## config.mk

```make
export PLATFORM = sky130hd
export DESIGN_NAME = timer_multi
export DESIGN_NICKNAME = d
export VERILOG_FILES = /design/src/rtl/timer_multi.sv
export SDC_FILE = /design/constraint.sdc
export NUM_CORES = 1
export LEC_CHECK = 0
export CORE_MARGIN = 4
export CORE_UTILIZATION = 30
export DETAILED_ROUTE_END_ITERATION = 8
export DONT_BUFFER_PORTS = 1
export RECOVER_POWER = 50
export SYNTH_ARGS = -nofsm -noshare
export SYNTH_HDL_FRONTEND = slang
export SYNTH_SLANG_ARGS = --single-unit
```

## constraint.sdc

```tcl
create_clock -name clk -period 4.7 [get_ports clk]
set_clock_uncertainty 0.15 [all_clocks]
set_input_delay 0.94 -clock clk [delete_from_list [all_inputs] [get_ports clk]]
set_output_delay 0.94 -clock clk [all_outputs]
set_load 0.02 [all_outputs]
```

## src/rtl/timer_multi.sv

```systemverilog
// Multi-channel down-counting timer on an 8-bit CPU bus: per-channel reload,
// one-shot/auto-reload, shared prescaler, and maskable interrupts ORed onto intr.
module timer_multi #(
   parameter int WIDTH    = 16,
   parameter int CHANNELS = 2,
   parameter int AW       = 6
) (
   input  logic          clk,
   input  logic          rst,
   input  logic [AW-1:0] AD,
   input  logic [7:0]    DI,
   output logic [7:0]    DO,
   input  logic          rw,
   input  logic          cs,
   output logic          intr
);
   localparam int NB = WIDTH / 8;
   localparam logic [AW-1:0] PSC_ADDR = AW'(8 * CHANNELS);

   logic [WIDTH-1:0]    reload_reg  [CHANNELS];
   logic [WIDTH-1:0]    counter_reg [CHANNELS];
   logic [WIDTH-1:0]    reload_next [CHANNELS];
   logic [3:0]          ctrl_reg    [CHANNELS];
   logic [CHANNELS-1:0] run_reg;
   logic [CHANNELS-1:0] pend_reg;
   logic [7:0]          psc_reg;
   logic [7:0]          pcnt_reg;
   logic [23:0]         latch_reg;
   logic                intr_reg;

   logic                wr_en;
   logic                psc_wr;
   logic                ptick;
   logic                latch_rd;
   logic [AW-4:0]       ch_idx;
   logic [CHANNELS-1:0] ch_wr, load, ctrl_wr, w1c, tick, expire, ie;
   logic                ch_hit;
   logic [WIDTH-1:0]    sel_cnt;
   logic [3:0]          sel_ctrl;
   logic                sel_run;
   logic                sel_pend;

   assign wr_en    = cs & ~rw;
   assign psc_wr   = wr_en && (AD == PSC_ADDR);
   assign ptick    = (pcnt_reg == 8'd0);
   assign ch_idx   = AD[AW-1:3];
   assign latch_rd = cs && rw && ch_hit && (AD[2:0] == 3'd0);
   assign intr     = intr_reg;

   for (genvar gi = 0; gi < CHANNELS; gi++) begin : g_ch
      assign ch_wr[gi]   = wr_en && (ch_idx == (AW-3)'(gi));
      assign load[gi]    = ch_wr[gi] && (AD[2:0] == 3'(NB - 1));
      assign ctrl_wr[gi] = ch_wr[gi] && (AD[2:0] == 3'd4);
      assign w1c[gi]     = ch_wr[gi] && (AD[2:0] == 3'd5) && DI[0];
      assign ie[gi]      = ctrl_reg[gi][2];
      assign tick[gi]    = ctrl_reg[gi][0] && (ctrl_reg[gi][3] ? ptick : 1'b1);
      assign expire[gi]  = run_reg[gi] && tick[gi] && (counter_reg[gi] == WIDTH'(1));
   end

   // Reload byte merge and read-side channel select share one loop.
   always_comb begin
      ch_hit   = 1'b0;
      sel_cnt  = '0;
      sel_ctrl = '0;
      sel_run  = 1'b0;
      sel_pend = 1'b0;
      for (int c = 0; c < CHANNELS; c++) begin
         reload_next[c] = reload_reg[c];
         for (int k = 0; k < NB; k++) begin
            if (ch_wr[c] && (AD[2:0] == 3'(k))) reload_next[c][8*k +: 8] = DI;
         end
         if (int'(ch_idx) == c) begin
            ch_hit   = 1'b1;
            sel_cnt  = counter_reg[c];
            sel_ctrl = ctrl_reg[c];
            sel_run  = run_reg[c];
            sel_pend = pend_reg[c];
         end
      end
   end

   always_comb begin
      DO = 8'hFF;
      if (AD == PSC_ADDR) begin
         DO = psc_reg;
      end else if (ch_hit) begin
         case (AD[2:0])
            3'd0:    DO = sel_cnt[7:0];
            3'd1:    DO = latch_reg[7:0];
            3'd2:    DO = latch_reg[15:8];
            3'd3:    DO = latch_reg[23:16];
            3'd4:    DO = {4'b0, sel_ctrl};
            3'd5:    DO = {6'b0, sel_run, sel_pend};
            default: DO = 8'hFF;
         endcase
      end
   end

   always_ff @(posedge clk) begin
      if (rst) begin
         for (int c = 0; c < CHANNELS; c++) begin
            reload_reg[c]  <= '0;
            counter_reg[c] <= '0;
            ctrl_reg[c]    <= '0;
         end
         run_reg   <= '0;
         pend_reg  <= '0;
         psc_reg   <= '0;
         pcnt_reg  <= '0;
         latch_reg <= '0;
         intr_reg  <= 1'b0;
      end else begin
         if (psc_wr) begin
            psc_reg  <= DI;
            pcnt_reg <= DI;
         end else if (ptick) begin
            pcnt_reg <= psc_reg;
         end else begin
            pcnt_reg <= pcnt_reg - 8'd1;
         end
         for (int c = 0; c < CHANNELS; c++) begin
            reload_reg[c] <= reload_next[c];
            if (ctrl_wr[c]) ctrl_reg[c] <= DI[3:0];
            // A load overrides whatever the count would have done this edge.
            if (load[c]) begin
               counter_reg[c] <= reload_next[c];
               run_reg[c]     <= |reload_next[c];
            end else if (expire[c]) begin
               counter_reg[c] <= ctrl_reg[c][1] ? reload_reg[c] : '0;
               run_reg[c]     <= ctrl_reg[c][1];
            end else if (run_reg[c] && tick[c] && (counter_reg[c] > WIDTH'(1))) begin
               counter_reg[c] <= counter_reg[c] - WIDTH'(1);
            end
            if (expire[c])   pend_reg[c] <= 1'b1;
            else if (w1c[c]) pend_reg[c] <= 1'b0;
         end
         if (latch_rd) latch_reg <= 24'(sel_cnt >> 8);
         intr_reg <= |(pend_reg & ie);
      end
   end
endmodule

```

==> results.py, run 1 <==
metrics = {
    "route": {
        "avgViaCountPerCell": 5.48,
        "dr.pass1.iters": 7,
        "drt_wl_total_um": 17600,
        "ant_nets": 0,
        "top_layer_used": "met4",
        "wl_met2_um": 7720,
        "routedWlPerCell_um": 19.5,
        "wl_met1_um": 7970,
        "drt-initial-drc-count": 425,
        "route.vias.total": 4957,
        "drc_errors": 0,
        "met3_length_um": 1310,
    },
    "placement": {
        "place_congestion": 0.898,
        "place_worst_setup_slack_ns": 1.04,
        "io_buffers": 0,
        "dpl-instance-area_mm2": 0.00601,
        "hpwl_um": 12500,
    },
    "power_and_ir_drop": {
        "leakagePower_nw": 2.21,
        "combPwrFrac": 0.159,
        "switching_share": 0.281,
        "finalPower_mw": 2.07,
        "irDropWorstVdd_mv": 0.124,
        "pwr_density_cell_mw_per_mm2": 331,
        "seqPwrFrac": 0.487,
        "internal-power_mw": 1.49,
        "p_sw_mw": 0.583,
        "pwr-share-clk": 0.354,
    },
    "clock_network": {
        "cts_post_setup_buffers_inserted": 0,
        "cts.sinks": 101,
        "cts_resized": 0,
        "cts_tree": "done",
        "clk_pin_slew_ns": 0.07,
        "holdBufCountCts": 0,
        "clock_path_buffers": 2,
        "cts_made_buffers": 9,
        "root_buffer": "clkbuf_16",
        "clk-insertion-delay-late_ns": 0.36,
        "h-tree-depth": 3,
    },
    "worst_setup_path": {
        "worst_ep_arrival_time_ns": 3.90,
        "worst_path_max_delay_cell": "nor4b_1",
        "r2r_cells": 5,
        "cp_cell_sequence": "nor4b_1, and3_1, clkbuf_1, a2111o_1, or2_1, a22o_1, nor3_1",
        "end_kind": "flop",
        "required_ns": 4.63,
        "path_class": "primary input to flop",
        "startpoint_type": "primary input",
        "cp_max_fo": 13,
        "max_stage_delay_ns": 0.77,
    },
    "yosys": {
        "synthDistinctLibCells": 68,
        "ys_seq_area_frac": 0.416,
        "synthCells": 658,
        "yosys_warnings": 0,
        "async_flop_share": 0,
        "syn-cell-area_mm2": 0.00583,
        "avgSynthCellArea_um2": 8.85,
        "synth.ff_latch_count": 101,
        "synth_nets": 682,
        "synth_flop_cell": "dfxtp_1",
        "synth_edf_count": 40,
    },
    "sta": {
        "drv_slew": 0,
        "setup_viol": 0,
        "slew_headroom": 0.338,
        "period_share": 0.846,
        "fmax_ghz": 0.252,
        "grt_setup_unrepaired": "no",
        "postLayoutSetupSlackWorst_ns": 0.725,
        "tns_ns": 0,
        "finalHoldViolCount": 0,
        "fin_crit_ns": 3.97,
        "max_slew.worst_pin.slew_ns": 0.993,
    },
    "final_layout": {
        "nets": 663,
        "fillers": 2008,
        "n_antenna_cell": 0,
        "layout-drive-gt1-share": 0.0699,
        "fin_area_mm2": 0.00627,
        "area_delta_synth_final_pct": 7.56,
    },
    "global_routing": {
        "antenna_found_initial": 0,
        "grt_pass1_vias": 4765,
        "grt_pass1_wl_um": 27800,
        "grt_max_degree": 69,
        "grt_remaining_overflow": 0,
        "grt_use_total": 0.165,
    },
    "floorplanning": {
        "num_io_pins": 27,
        "dieArea_mm2": 0.0217,
        "die_w_um": 147,
        "die_y_um": 147,
        "core-area_mm2": 0.0189,
        "row_count": 50,
        "initial_core_util": 0.308,
    },
    "hold_path": {
        "holdPathStages": 2,
        "hold_class": "flop to flop",
    },
    "job": {
        "drv_cap": 0,
    },
    "status": {
        "status": "finished clean",
    },
}
worst max-delay path: cells and delay by family:
kind / cells / cell delay (ns)
buffers and inverters: 1 / 0.66
AOI/OAI and AO/OA: 2 / 0.70
and+or+nand+nor: 4 / 1.59
cell usage after synthesis, types with 3 or more instances:
| master | count | area share |
|---|---|---|
| a211oi_1 | 13 | 0.017 |
| a21o_1 | 13 | 0.017 |
| a21oi_1 | 62 | 0.053 |
| a22oi_1 | 9 | 0.012 |
| and2_1 | 3 | 0.0032 |
| and3_1 | 3 | 0.0032 |
| buf_2 | 6 | 0.0052 |
| buf_6 | 4 | 0.0077 |
| clkbuf_1 | 21 | 0.014 |
| dfxtp_1 | 61 | 0.21 |
| edfxtp_1 | 40 | 0.21 |
| ha_1 | 6 | 0.013 |
| inv_1 | 15 | 0.0097 |
| mux2_2 | 3 | 0.0058 |
| mux2i_1 | 37 | 0.064 |
| nand2_1 | 68 | 0.044 |
| nand2b_1 | 4 | 0.0043 |
| nand3_1 | 19 | 0.016 |
| nand4b_1 | 3 | 0.0045 |
| nor2_1 | 91 | 0.059 |
| nor2b_1 | 3 | 0.0032 |
| nor3_1 | 29 | 0.025 |
| nor4_1 | 8 | 0.0086 |
| o2111ai_1 | 3 | 0.0045 |
| o211ai_1 | 9 | 0.012 |
| o21a_1 | 8 | 0.010 |
| o21ai_0 | 20 | 0.017 |
| o221ai_1 | 6 | 0.0090 |
| o22ai_2 | 10 | 0.021 |
| o31a_1 | 3 | 0.0045 |
| or2_2 | 4 | 0.0043 |
| or3_1 | 4 | 0.0043 |
| xnor2_1 | 14 | 0.021 |
| xor2_1 | 12 | 0.018 |
cell usage in the layout, fill, tap and decap left out, types with 3 or more instances in the layout:
master,instances
nor2_1,92
nand2_1,69
a21oi_1,62
dfxtp_1,61
edfxtp_1,40
mux2i_1,37
nor3_1,30
o21ai_0,20
nand3_1,19
inv_1,15
xnor2_1,14
a21o_1,13
a211oi_1,13
xor2_1,12
o22ai_2,10
clkbuf_16,10
a22oi_1,9
o211ai_1,9
o21a_1,8
nor4_1,8
o221ai_1,6
ha_1,6
nand2b_1,4
or2_2,4
or3_1,4
clkbuf_1,4
nand4b_1,3
mux2_2,3
nor2b_1,3
o2111ai_1,3
o31a_1,3
and3_1,3
clkinv_2,3
per-layer routing:
layer  up-vias  track usage
li1       2362            -
met1      2375        0.230
met2       189        0.248
met3        31       0.0290
met4         0       0.0755
met5         -            0
cell type report:
class,instances,area [um^2],share of cell area
inverters,15,56.3,0.00899
well taps,260,325,0.0519
clock buffers,11,254,0.0405
clock inverters,5,32.5,0.00519
multi-input cells,507,3150,0.503
flip-flops and latches,101,2420,0.387
repair buffers,5,26.3,0.00419
cells by family (layout without fill, tap and decap cells):
logic type	after synthesis	count (layout)	share of synthesized area
muxes	40	40	0.0694
xor gates and xnor gates	26	26	0.0391
buffers and inverters	50	36	0.0399
adders and majority gates	6	6	0.0129
DFF	101	101	0.416
AOI/OAI and AO/OA	174	174	0.207
and+or+nand+nor	261	261	0.216
power by group through the flow:
stage	registers [mW]	logic [mW]	clock network [mW]
2_1_floorplan	1.01	0.293	0
3_3_place_gp	1.03	0.331	0
3_5_place_dp	1.03	0.333	0
4_1_cts	1.01	0.335	0.751
5_1_grt	1.01	0.378	0.784
6_report	1.01	0.330	0.733
worst paths after layout:
kind,endpoint,slack [ns],startpoint
hold / removal,psc_reg[0]$_SDFFE_PP0P_,0.32,psc_reg[0]$_SDFFE_PP0P_
hold reg to reg,psc_reg[0]$_SDFFE_PP0P_,0.32,psc_reg[0]$_SDFFE_PP0P_
setup reg to reg,counter_reg[1][14]$_DFFE_PP_,1.23,counter_reg[1][9]$_DFFE_PP_
setup / recovery,counter_reg[0][11]$_SDFFCE_PP0P_,0.73,AD[4]
per-stage QoR:
stage / util / std cells / hold slack, ns
floorplan: - / 658 / 0.300
global placement: 0.318 / 888 / 0.303
detailed placement: 0.318 / 888 / 0.306
CTS: 0.333 / 904 / 0.317
global route: 0.332 / 904 / 0.348
finish: 0.332 / 904 / 0.320
(Power assumes the default switching activity.)
==> run 2: changes to the inputs <==
- clock period: 4.7 -> 4.1 ns (I/O delays scaled with it)
==> run 2 against run 1 <==
Compared with the run above:
- combinational power grew 16%
- wire length is 0.56% higher
- flip-flop and latch count unchanged
- clock power up 28%
- sequential power is 14% higher
- via count hardly changed
- non-clock buffer count grew 3
- first-iteration DRC count grew 49%
- global-route usage about the same
- critical endpoint is now counter_reg[1][14]$_DFFE_PP_
- largest cell class unchanged
==> results.py, run 2 (synthesis gave the netlist of run 1 again) <==
metrics = {
    "status": {
        "status": "finished clean",
    },
    "power_and_ir_drop": {
        "irDropWorstVdd_mv": 0.167,
        "leakagePower_nw": 2.23,
        "pwr_density_cell_mw_per_mm2": 391,
        "internal-power_mw": 1.79,
        "pwr-share-clk": 0.378,
        "combPwrFrac": 0.155,
        "switching_share": 0.275,
        "finalPower_mw": 2.47,
        "p_sw_mw": 0.681,
        "seqPwrFrac": 0.466,
    },
    "sta": {
        "tns_ns": 0,
        "period_share": 0.863,
        "slew_headroom": 0.301,
        "setup_viol": 0,
        "fin_crit_ns": 3.54,
        "max_slew.worst_pin.slew_ns": 1.03,
        "finalHoldViolCount": 0,
        "drv_slew": 0,
        "grt_setup_unrepaired": "no",
        "fmax_ghz": 0.283,
    },
    "final_layout": {
        "n_antenna_cell": 0,
        "instances_no_fill": 907,
        "final_common_cell": "nor2_1",
        "area_delta_synth_final_pct": 8.57,
        "layout-drive-gt1-share": 0.0757,
        "layout_common_cells": "nor2_1 (91), nand2_1 (69), a21oi_1 (62), dfxtp_1 (61), edfxtp_1 (40)",
        "fillers": 2003,
        "final_util": 0.335,
        "nets": 666,
    },
    "clock_network": {
        "clock_path_buffers": 2,
        "cts_post_setup_buffers_inserted": 0,
        "h-tree-depth": 3,
        "cts_resized": 0,
        "cts_tree": "done",
        "clk-insertion-delay-late_ns": 0.36,
        "cts_made_buffers": 9,
        "holdBufCountCts": 0,
        "cts.sinks": 101,
        "clk_pin_slew_ns": 0.07,
        "root_buffer": "clkbuf_16",
    },
    "route": {
        "drc_errors": 0,
        "dr.pass1.iters": 5,
        "drt_wl_total_um": 17700,
        "routedWlPerCell_um": 19.5,
        "avgViaCountPerCell": 5.46,
        "ant_nets": 0,
        "route.vias.total": 4953,
        "drt-initial-drc-count": 633,
    },
    "worst_setup_path": {
        "worst_ep_arrival_time_ns": 3.50,
        "worst_path_max_delay_cell": "nor4b_1",
        "r2r_cells": 8,
        "ff2ff_setup_slack_ns": 0.90,
        "cp_cell_sequence": "nor4b_1, nand3_1, clkbuf_1, o2111ai_1, a31o_4, nand3_1, buf_4",
        "required_ns": 4.06,
        "crit-reg2reg-capture": "counter_reg[0][14]$_SDFFCE_PP0P_",
        "end_kind": "flop",
        "startpoint_type": "primary input",
        "max_stage_delay_ns": 0.87,
        "cpMostUsedCell": "nand3_1",
        "r2r-start": "pcnt_reg[0]$_SDFF_PP0_",
        "path_class": "primary input to flop",
        "cp_max_fo": 16,
    },
    "hold_path": {
        "hold_class": "flop to flop",
        "holdPathStages": 2,
        "hold_start": "psc_reg[7]$_SDFFE_PP0P_",
        "holdPathEnd": "psc_reg[7]$_SDFFE_PP0P_",
    },
    "global_routing": {
        "grt_max_degree": 69,
        "grt_remaining_overflow": 0,
        "antenna_found_initial": 0,
        "grt_use_total": 0.165,
        "grt_pass1_wl_um": 27700,
        "grt_pass1_vias": 4723,
    },
    "floorplanning": {
        "dieArea_mm2": 0.0217,
        "die_w_um": 147,
        "row_count": 50,
        "die_y_um": 147,
        "initial_core_util": 0.308,
        "core-area_mm2": 0.0189,
        "num_io_pins": 27,
    },
    "job": {
        "drv_cap": 0,
    },
    "placement": {
        "place_congestion": 0.865,
        "dp_cells": 891,
        "io_buffers": 0,
        "hpwl_um": 12700,
    },
}
[run 2: changes by cell type in the layout (fill, tap and decap cells not counted)]
cell        delta
clkinvlp_4     +1
clkbuf_16      -1
bufinv_16      +2
clkinv_4       -1
and2_1         +1
nor2_1         -1
buf_4          +3
clkinv_2       -1
nor2_4         +1
and2_0         -1
[run 2: worst max-delay path, delay by kind of cell]
family                 cells  cell delay (ns)
AND/OR/NAND/NOR            3             1.40
buffers and inverters      2             0.77
AO/OA/AOI/OAI              2             0.50
[run 2: worst max path at each step]
stage	end	start	slack, ns
global placement	counter_reg[0][11]$_SDFFCE_PP0P_	AD[4]	0.81
CTS	counter_reg[1][12]$_DFFE_PP_	counter_reg[1][11]$_DFFE_PP_	1.04
detailed placement	counter_reg[0][11]$_SDFFCE_PP0P_	AD[4]	0.78
floorplan	DO[1]	AD[3]	0.93
finish	counter_reg[1][14]$_DFFE_PP_	AD[4]	0.56
global route	counter_reg[1][9]$_DFFE_PP_	AD[4]	0.39
[run 2: layer usage]
metal	wire, um	global-route usage	vias to the layer above	part of all wire
met2	8020	0.251	164	0.45
met1	8200	0.234	2402	0.46
met5	0	0	-	0
li1	-	-	2371	-
met4	333	0.0564	0	0.019
met3	1130	0.0305	16	0.064
[run 2: final cells by class]
cell class	instances	area, um^2	area share
Multi-Input combinational cell	507	3160	0.499
Sequential cell	101	2420	0.383
Tap cell	260	325	0.0514
Clock buffer	10	229	0.0362
Clock inverter	6	86.3	0.0136
Inverter	15	56.3	0.00890
Timing Repair Buffer	8	48.8	0.00772
[run 2: per-stage QoR]
| step | setup slack, ns | hold slack (ns) | instance area, um^2 |
|---|---|---|---|
| final | 0.560 | 0.321 | 6320 |
| after CTS | 1.04 | 0.319 | 6350 |
| after floorplan | 0.934 | 0.300 | 5830 |
| after detailed placement | 0.775 | 0.309 | 6030 |
| after global placement | 0.811 | 0.304 | 6030 |
| after global routing | 0.394 | 0.332 | 6320 |
[run 2: power by group through the flow]
stage	registers [mW]	clock network, mW	logic (mW)
4_1_cts	1.15	0.948	0.389
2_1_floorplan	1.16	0	0.335
5_1_grt	1.16	0.984	0.434
3_3_place_gp	1.18	0	0.387
6_report	1.15	0.936	0.384
3_5_place_dp	1.18	0	0.388
